==> src/rtl/memory_module_pkg.sv <==
// Shared constants for the cached byte memory: one-hot FSM encoding, opcodes and cache geometry.
package memory_module_pkg;

    localparam int ST_IDLE      = 0;
    localparam int ST_DECODE    = 1;
    localparam int ST_IND_TAG   = 2;
    localparam int ST_IND_WB    = 3;
    localparam int ST_IND_FILL  = 4;
    localparam int ST_IND_FWAIT = 5;
    localparam int ST_TAG       = 6;
    localparam int ST_WB        = 7;
    localparam int ST_FILL      = 8;
    localparam int ST_FWAIT     = 9;
    localparam int ST_READ      = 10;
    localparam int ST_WRITE     = 11;
    localparam int ST_DONE      = 12;

    typedef enum logic [12:0] {
        S_IDLE      = 13'(1) << ST_IDLE,
        S_DECODE    = 13'(1) << ST_DECODE,
        S_IND_TAG   = 13'(1) << ST_IND_TAG,
        S_IND_WB    = 13'(1) << ST_IND_WB,
        S_IND_FILL  = 13'(1) << ST_IND_FILL,
        S_IND_FWAIT = 13'(1) << ST_IND_FWAIT,
        S_TAG       = 13'(1) << ST_TAG,
        S_WB        = 13'(1) << ST_WB,
        S_FILL      = 13'(1) << ST_FILL,
        S_FWAIT     = 13'(1) << ST_FWAIT,
        S_READ      = 13'(1) << ST_READ,
        S_WRITE     = 13'(1) << ST_WRITE,
        S_DONE      = 13'(1) << ST_DONE
    } state_t;

    localparam logic [1:0] OP_READ  = 2'b01;
    localparam logic [1:0] OP_WRITE = 2'b10;

    localparam int INDEX_W = 3;
    localparam int TAG_W   = 5;

endpackage

==> src/rtl/memory_ram.sv <==
// Main RAM: synchronous write, registered read, synchronous clear of every byte.
module memory_ram #(
    parameter int ADDR_W = 8,
    parameter int DATA_W = 8
) (
    input  logic              clk,
    input  logic              clr,
    input  logic              we,
    input  logic [ADDR_W-1:0] waddr,
    input  logic [DATA_W-1:0] wdata,
    input  logic [ADDR_W-1:0] raddr,
    output logic [DATA_W-1:0] rdata
);

    logic [DATA_W-1:0] mem [2**ADDR_W];

    always_ff @(posedge clk) begin
        if (clr) begin
            for (int i = 0; i < 2**ADDR_W; i++) mem[i] <= '0;
            rdata <= '0;
        end else begin
            if (we) mem[waddr] <= wdata;
            rdata <= mem[raddr];
        end
    end

endmodule

==> src/rtl/memory_module.sv <==
// Byte memory behind an 8-line direct-mapped write-back cache, with optional
// one-level indirect addressing through a pointer held in memory.
module memory_module
    import memory_module_pkg::*;
#(
    parameter int ADDR_W = 8,
    parameter int DATA_W = 8,
    parameter int LINES  = 8
) (
    input  logic              clk,
    input  logic              clrRAM,
    input  logic              start,
    input  logic              isIndirect,
    input  logic [1:0]        cntrl,
    input  logic [ADDR_W-1:0] addr,
    input  logic [DATA_W-1:0] dataIn,
    output logic [DATA_W-1:0] dataOut,
    output logic              dataReady,
    output logic [12:0]       TEMPstateTEMP,
    output logic [1:0]        hitCleanTEMP
);

    state_t            state;
    logic [1:0]        op_q;
    logic              ind_q;
    logic [ADDR_W-1:0] ea;
    logic [DATA_W-1:0] din_q;

    logic [DATA_W-1:0] data_q [LINES];
    logic [TAG_W-1:0]  tag_q  [LINES];
    logic [LINES-1:0]  valid;
    logic [LINES-1:0]  dirty;

    logic [INDEX_W-1:0] idx;
    logic [TAG_W-1:0]   tg;
    logic               hit;
    logic               victim_dirty;
    logic               ram_we;
    logic [DATA_W-1:0]  ram_rdata;

    assign idx          = ea[INDEX_W-1:0];
    assign tg           = ea[ADDR_W-1:INDEX_W];
    assign hit          = valid[idx] && (tag_q[idx] == tg);
    assign victim_dirty = valid[idx] && dirty[idx];
    assign ram_we       = state[ST_WB] | state[ST_IND_WB];
    assign TEMPstateTEMP = state;

    // Read address is the lookup address; the FILL-cycle sample lands in FWAIT.
    memory_ram #(.ADDR_W(ADDR_W), .DATA_W(DATA_W)) u_ram (
        .clk   (clk),
        .clr   (clrRAM),
        .we    (ram_we),
        .waddr ({tag_q[idx], idx}),
        .wdata (data_q[idx]),
        .raddr (ea),
        .rdata (ram_rdata)
    );

    always_ff @(posedge clk) begin
        if (clrRAM) begin
            state        <= S_IDLE;
            valid        <= '0;
            dirty        <= '0;
            dataOut      <= '0;
            dataReady    <= 1'b0;
            hitCleanTEMP <= 2'b00;
        end else begin
            dataReady <= 1'b0;
            unique case (state)
                S_IDLE: begin
                    if (start && (cntrl == OP_READ || cntrl == OP_WRITE)) begin
                        op_q  <= cntrl;
                        ind_q <= isIndirect;
                        ea    <= addr;
                        din_q <= dataIn;
                        state <= S_DECODE;
                    end
                end
                S_DECODE: state <= ind_q ? S_IND_TAG : S_TAG;
                S_IND_TAG, S_TAG: begin
                    // clean bit means "no eviction write-back was needed"
                    hitCleanTEMP <= {hit, !(!hit && victim_dirty)};
                    if (hit) begin
                        if (state == S_IND_TAG) begin
                            ea    <= data_q[idx];
                            state <= S_TAG;
                        end else begin
                            state <= (op_q == OP_READ) ? S_READ : S_WRITE;
                        end
                    end else if (victim_dirty) begin
                        state <= (state == S_IND_TAG) ? S_IND_WB : S_WB;
                    end else begin
                        state <= (state == S_IND_TAG) ? S_IND_FILL : S_FILL;
                    end
                end
                S_IND_WB: begin
                    dirty[idx] <= 1'b0;
                    state      <= S_IND_FILL;
                end
                S_WB: begin
                    dirty[idx] <= 1'b0;
                    state      <= S_FILL;
                end
                S_IND_FILL: state <= S_IND_FWAIT;
                S_FILL:     state <= S_FWAIT;
                S_IND_FWAIT, S_FWAIT: begin
                    data_q[idx] <= ram_rdata;
                    tag_q[idx]  <= tg;
                    valid[idx]  <= 1'b1;
                    dirty[idx]  <= 1'b0;
                    if (state == S_IND_FWAIT) begin
                        ea    <= ram_rdata;
                        state <= S_TAG;
                    end else begin
                        state <= (op_q == OP_READ) ? S_READ : S_WRITE;
                    end
                end
                S_READ: begin
                    dataOut   <= data_q[idx];
                    dataReady <= 1'b1;
                    state     <= S_DONE;
                end
                S_WRITE: begin
                    data_q[idx] <= din_q;
                    dirty[idx]  <= 1'b1;
                    dataReady   <= 1'b1;
                    state       <= S_DONE;
                end
                S_DONE:  state <= S_IDLE;
                default: state <= S_IDLE;
            endcase
        end
    end

endmodule

==> config.mk <==
export PLATFORM = sky130hd
export DESIGN_NAME = memory_module
export DESIGN_NICKNAME = d
export VERILOG_FILES = /design/src/rtl/memory_module_pkg.sv /design/src/rtl/memory_ram.sv /design/src/rtl/memory_module.sv
export SDC_FILE = /design/constraint.sdc
export NUM_CORES = 2
export LEC_CHECK = 0
export ABC_AREA = 1
export CAP_MARGIN = 20
export CORE_ASPECT_RATIO = 1.5
export CORE_MARGIN = 5
export CORE_UTILIZATION = 40
export DETAILED_ROUTE_END_ITERATION = 6
export PLACE_DENSITY = 0.52
export SLEW_MARGIN = 0
export SYNTH_ARGS = -nofsm -noshare
export SYNTH_HDL_FRONTEND = slang
export SYNTH_HIERARCHICAL = 1
export SYNTH_SLANG_ARGS = --single-unit
==> constraint.sdc <==
create_clock -name clk -period 6 [get_ports clk]
set_input_delay 1.5 -clock clk [delete_from_list [all_inputs] [get_ports clk]]
set_output_delay 1.5 -clock clk [all_outputs]
set_load 0.01 [all_outputs]
* After elaboration in Yosys (flattened, before gate mapping)
Memories as Yosys holds them, arrays and structs flattened. A register that Yosys moved wholly into a read port is not among the register bits. Index checks and enable logic that the tools add are counted. W data, S select, Z words.
Operators by class: magnitude comparators 2, equal/unequal tests 20, mux-type cells 40, bitwise operators 7, reduce and logical (&&, ||, !) cells 17
Operators by type and width (count):
- $pmux W13 S9 | 1
- $mux W8 | 8
- $mux W12 | 3
- $mux W13 | 2
- $pmux W8 S3 | 1
- $mux W9 | 2
- $mux W1 | 16
- $or A8 B8 Y8 | 2
- $pmux W8 S2 | 1
- $eq A13 B1 Y1 const B | 1
- $eq A13 B10 Y1 const B | 1
- $eq A13 B11 Y1 const B | 1
- $eq A13 B12 Y1 const B | 1
- $eq A13 B2 Y1 const B | 1
- $eq A13 B3 Y1 const B | 1
- $eq A13 B4 Y1 const B | 1
- $eq A13 B5 Y1 const B | 1
- $eq A13 B6 Y1 const B | 1
- $eq A13 B7 Y1 const B | 1
- $eq A13 B8 Y1 const B | 1
- $eq A13 B9 Y1 const B | 1
- $and A8 B8 Y8 | 1
- $ne A2 B2 Y1 const B | 4
- $not A8 Y8 | 1
- 21 further kinds | 32
Storage, ports and cells: register bits 59, memory bits (writable) 2152, output and inout bits 24, memories 3
Memory list:
- u_ram.mem | words 256, width 8, rd ports 1, clocked after Yosys merged registers in 1, write ports 256, RTL line memory_ram.sv:15 | logic [DATA_W-1:0] mem [2**ADDR_W];
- data_q | words 8, width 8, rd ports 1, clocked after Yosys merged registers in 1, write ports 1, RTL line memory_module.sv:29 | logic [DATA_W-1:0] data_q [LINES];
- tag_q | words 8, width 5, rd ports 1, clocked after Yosys merged registers in 1, write ports 1, RTL line memory_module.sv:30 | logic [TAG_W-1:0] tag_q [LINES];

* Longest topological paths before layout
depth in word-level cells 7, mapped depth 15, depth with buffers taken out 14

* Hierarchy
Netlist, hierarchy kept.
By module, submodules not included:
- memory_ram | times used 1, cells each 9571, area each 93070.5 µm²
- memory_module | times used 1, cells each 700, area each 7228.2 µm²

* Least setup slack after synthesis
OpenSTA, ideal clock, no wires.
kind input-to-reg, from input port clrRAM, to register din_q[0] (enable), arrival time 2.932 ns, setup slack 2.660 ns, stages 2, path buffers 1, cell sequence clkbuf_1 > nor4_1
Between the ends: cells in the longest elaborated chain, start to end 2
Ends and longest elaborated chain:
- from (decl) | RTL line memory_module.sv:11 | input logic clrRAM,
- $not A1 Y1 (no line)
- $reduce_and A3 Y1 (no line)
- to (signal assigned) | RTL line memory_module.sv:75 | din_q <= dataIn;
- to (decl) | RTL line memory_module.sv:27 | logic [DATA_W-1:0] din_q;
No other way between the ends. A chain may end at the register's enable or synchronous reset.

==> run_results.csv <==
group,metric,value,unit
sta,finalHoldViolCount,0,
place,port_buffers,45,
sta,fin_setup_tns,0,ns
synthesis,syn_area_per_cell,9.77,sq um
critical_path,crit_fanout,195,
critical_path,cp_slowest_stage_delay,0.99,ns
synthesis,ys_seq_area_share,66.0,%
sta,clock.fmax,220,MHz
sta,relSlewSlack,14.2,%
global_routing,grt_usage,24.5,%
critical_path,required,6.69,ns
clock_tree,cts_tree,"done",
power_and_ir_drop,ir_drop,0.234,mV
synthesis,synth_edf_count,2171,
synthesis,syn_inst,10300,
synthesis,synth_top_area_cell,"edfxtp_1",
critical_path,crit_chain,"buf_12 > nand2_1 > nand3_1 > nand3_1 > nand3_1 > nand3_1 > nand3_1 > nand3_1 > nand3_1 > nand2_1 > nor2_1",
clock_tree,htree_levels,4,
power_and_ir_drop,finalPower,0.0365,W
clock_tree,cts_root_buf,"clkbuf_16",
critical_path,setup.worst_path.end,"u_ram/rdata[1]",
critical_path,rrSetupSlack,1.45,ns
route,drtIter0Drc,7756,
synthesis,ys_warn_count,6,
critical_path,timing.rr.end,"u_ram/rdata[1]",
synthesis,synth_flop_cell,"edfxtp_1",
synthesis,netlist_area,0.100,sq mm
route,avgRoutedWirePerCell,24.5,um
route,drt_wl_total,329,mm
outcome,violations,"design-rule violations",
synthesis,yosys.area.top_type_share,65.0,%
floorplan,ios,46,
critical_path,worstSetupPathType,"register to register",
clock_tree,cts_setup_buffers,0,
sta,rsz0062_at_grt,"no",
floorplan,die_y,623,um
synthesis,synthTopCellsByArea,"edfxtp_1 (65%), nand2_1 (10%), nand3_1 (9.8%)",
place,hpwl,206,mm
route,drc_errors,4,
clock_tree,cts_buffers,215,
floorplan,start_util,40.1,%
clock_tree,worstSkewPairLatency,0.90,ns
critical_path,startpoint,"ea[0]",
clock_tree,clk_path_buf_depth,4,
critical_path,end_kind,"register",
global_routing,antenna_found_initial,11,
floorplan,dieArea,0.261,sq mm
critical_path,cp.arrival,5.24,ns
sta,setup_violations,0,
floorplan,die_w,419,um
power_and_ir_drop,p_per_area,331,mW/mm^2
critical_path,crit_top_cell,"nand3_1",
synthesis,synth_cell_types,46,
clock_tree,clkTransAtPathRegs,0.07,ns
sta,period_needed,4.55,ns
synthesis,syn_nets,10300,
cells_and_area,drive_gt1_share,5.78,%
sta,period_share,75.8,%
sta,tightest_slew,1.29,ns
sta,fin_skew,0.0490,ns
critical_path,r2r_cells,11,
power_and_ir_drop,combPwrFrac,14.1,%
place,gp_congestion,0.894,
clock_tree,cts.sinks,2222,
global_routing,grt_pass1_vias,72900,
synthesis,synthArstFlopShare,0,%
route,drt_first_pass_iters,7,
global_routing,grt_pass1_wl,476,mm
cells_and_area,final_common_cell,"nand2_1",
sta,maxSlewViolCount,0,
hold_path,hold_path_class,"register to register",
critical_path,timing.rr.start,"ea[0]",
critical_path,slowest_stage,"edfxtp_1",
power_and_ir_drop,p_seq_share,48.4,%
power_and_ir_drop,pwr-share-clk,37.5,%
cells_and_area,most-common-layout-cells,"nand2_1 (2,675), nor2_1 (2,235), edfxtp_1 (2,171)",
clock_tree,post_cts_resized,0,
global_routing,grt_remaining_overflow,0,
synthesis,ys_ff_latch,2222,
route,antenna_left,0,
global_routing,grt_start_max_net_pins,209,
cells_and_area,syn2layout_area_growth,10.1,%
flow_run,drv_cap,0,
cells_and_area,nets,9972,
power_and_ir_drop,power.switching,0.0103,W
floorplan,rows,225,
clock_tree,cts.hold.buffers_added,0,
critical_path,crit_path_start_kind,"register",
power_and_ir_drop,swShare,28.1,%
route,drt-vias-per-instance,5.53,
power_and_ir_drop,p_int,0.0262,W
outcome,status,"complete, but fails checks",
route,vias,74100,
power_and_ir_drop,p_leak,42.0,nW
floorplan,core,0.250,sq mm
-- power by group through the flow --
stage	logic, W	clock network, W	registers, W
2_1_floorplan	0.00273	0	0.0179
3_3_place_gp	0.00509	0	0.0180
3_5_place_dp	0.00511	0	0.0180
4_1_cts	0.00512	0.0139	0.0177
5_1_grt	0.00536	0.0145	0.0177
6_report	0.00515	0.0137	0.0177
-- final cells by class --
class | count | area (sq um)
Timing Repair Buffer | 228 | 2440
Inverter | 119 | 548
Clock buffer | 254 | 5640
Sequential cell | 2222 | 66200
Clock inverter | 124 | 1300
Antenna cell | 2 | 5.00
Tap cell | 3291 | 4120
Fill cell | 23800 | 140000
Multi-Input combinational cell | 7164 | 30200
-- routing by layer --
metal  wire length (um)  vias to the layer above  global-route usage, %
li1                   -                    34100                      -
met1             121000                    36300                   28.8
met2             167000                     2934                   44.0
met3              20800                      721                   2.91
met4              19500                        6                   12.8
met5                 85                        -                      0
-- through the flow --
step | setup slack [ns] | hold WS, ns | utilization, % | instances | area [sq um]
2_1_floorplan | 2.66 | 0.428 | - | 10300 | 100000
5_1_grt | 1.42 | 0.495 | 44.2 | 13400 | 110000
3_5_place_dp | 0.744 | 0.445 | 41.4 | 13000 | 103000
6_report | 1.45 | 0.464 | 44.2 | 13400 | 110000
4_1_cts | 1.51 | 0.462 | 44.2 | 13400 | 110000
3_3_place_gp | 0.747 | 0.443 | 41.4 | 13000 | 103000
-- critical path, delay by kind of cell (launching register included) --
kind	cells	cell delay, ns
AND/OR/NAND/NOR	10	2.37
buffers and inverters	1	0.44
flip-flops	1	0.99
-- how the worst min path moves through the flow --
stage          startpoint       end  slack [ns]  cells after the start
3_3_place_gp     valid[5]  valid[5]        0.44                      2
3_5_place_dp     valid[5]  valid[5]        0.45                      2
2_1_floorplan    valid[1]  valid[1]        0.43                      2
4_1_cts          valid[5]  valid[5]        0.46                      2
6_report         valid[5]  valid[5]        0.46                      2
5_1_grt          valid[1]  valid[1]        0.50                      2
-- synthesized netlist by cell type, types with 10 or more instances --
library cell / instances
clkbuf_1: 353
nand2_1: 2675
buf_6: 20
o21ai_1: 11
nand3_1: 1962
dfxtp_1: 51
nand3_2: 10
inv_1: 104
buf_4: 47
a21oi_1: 37
buf_2: 280
nand2_2: 16
nor3_1: 21
edfxtp_1: 2171
o21ai_0: 93
buf_1: 63
nor2_1: 2237
o22ai_1: 43
inv_2: 13
-- state kept, by name, indices dropped and copies added, names as in the netlist, named ones only --
| signal | count |
|---|---|
| din_q | 8 |
| op_q | 2 |
| tag_q | 40 |
| ea | 8 |
| hitCleanTEMP | 2 |
| u_ram/rdata | 8 |
| dataReady | 1 |
| ind_q | 1 |
| valid | 8 |
| data_q | 64 |
| TEMPstateTEMP | 13 |
| u_ram/mem | 2048 |
| dataOut | 8 |
-- logic make-up (layout without fill, tap and decap cells) --
kind of cell           Yosys count  in the layout  synth area share [%]
AOI/OAI and AO/OA              207            207                  1.18
buffers and inverters          885            725                  4.03
DFF                           2222           2222                  66.0
other                            0              2                     0
and+or+nand+nor               6957           6957                  28.8
(Power assumes the default switching activity.)
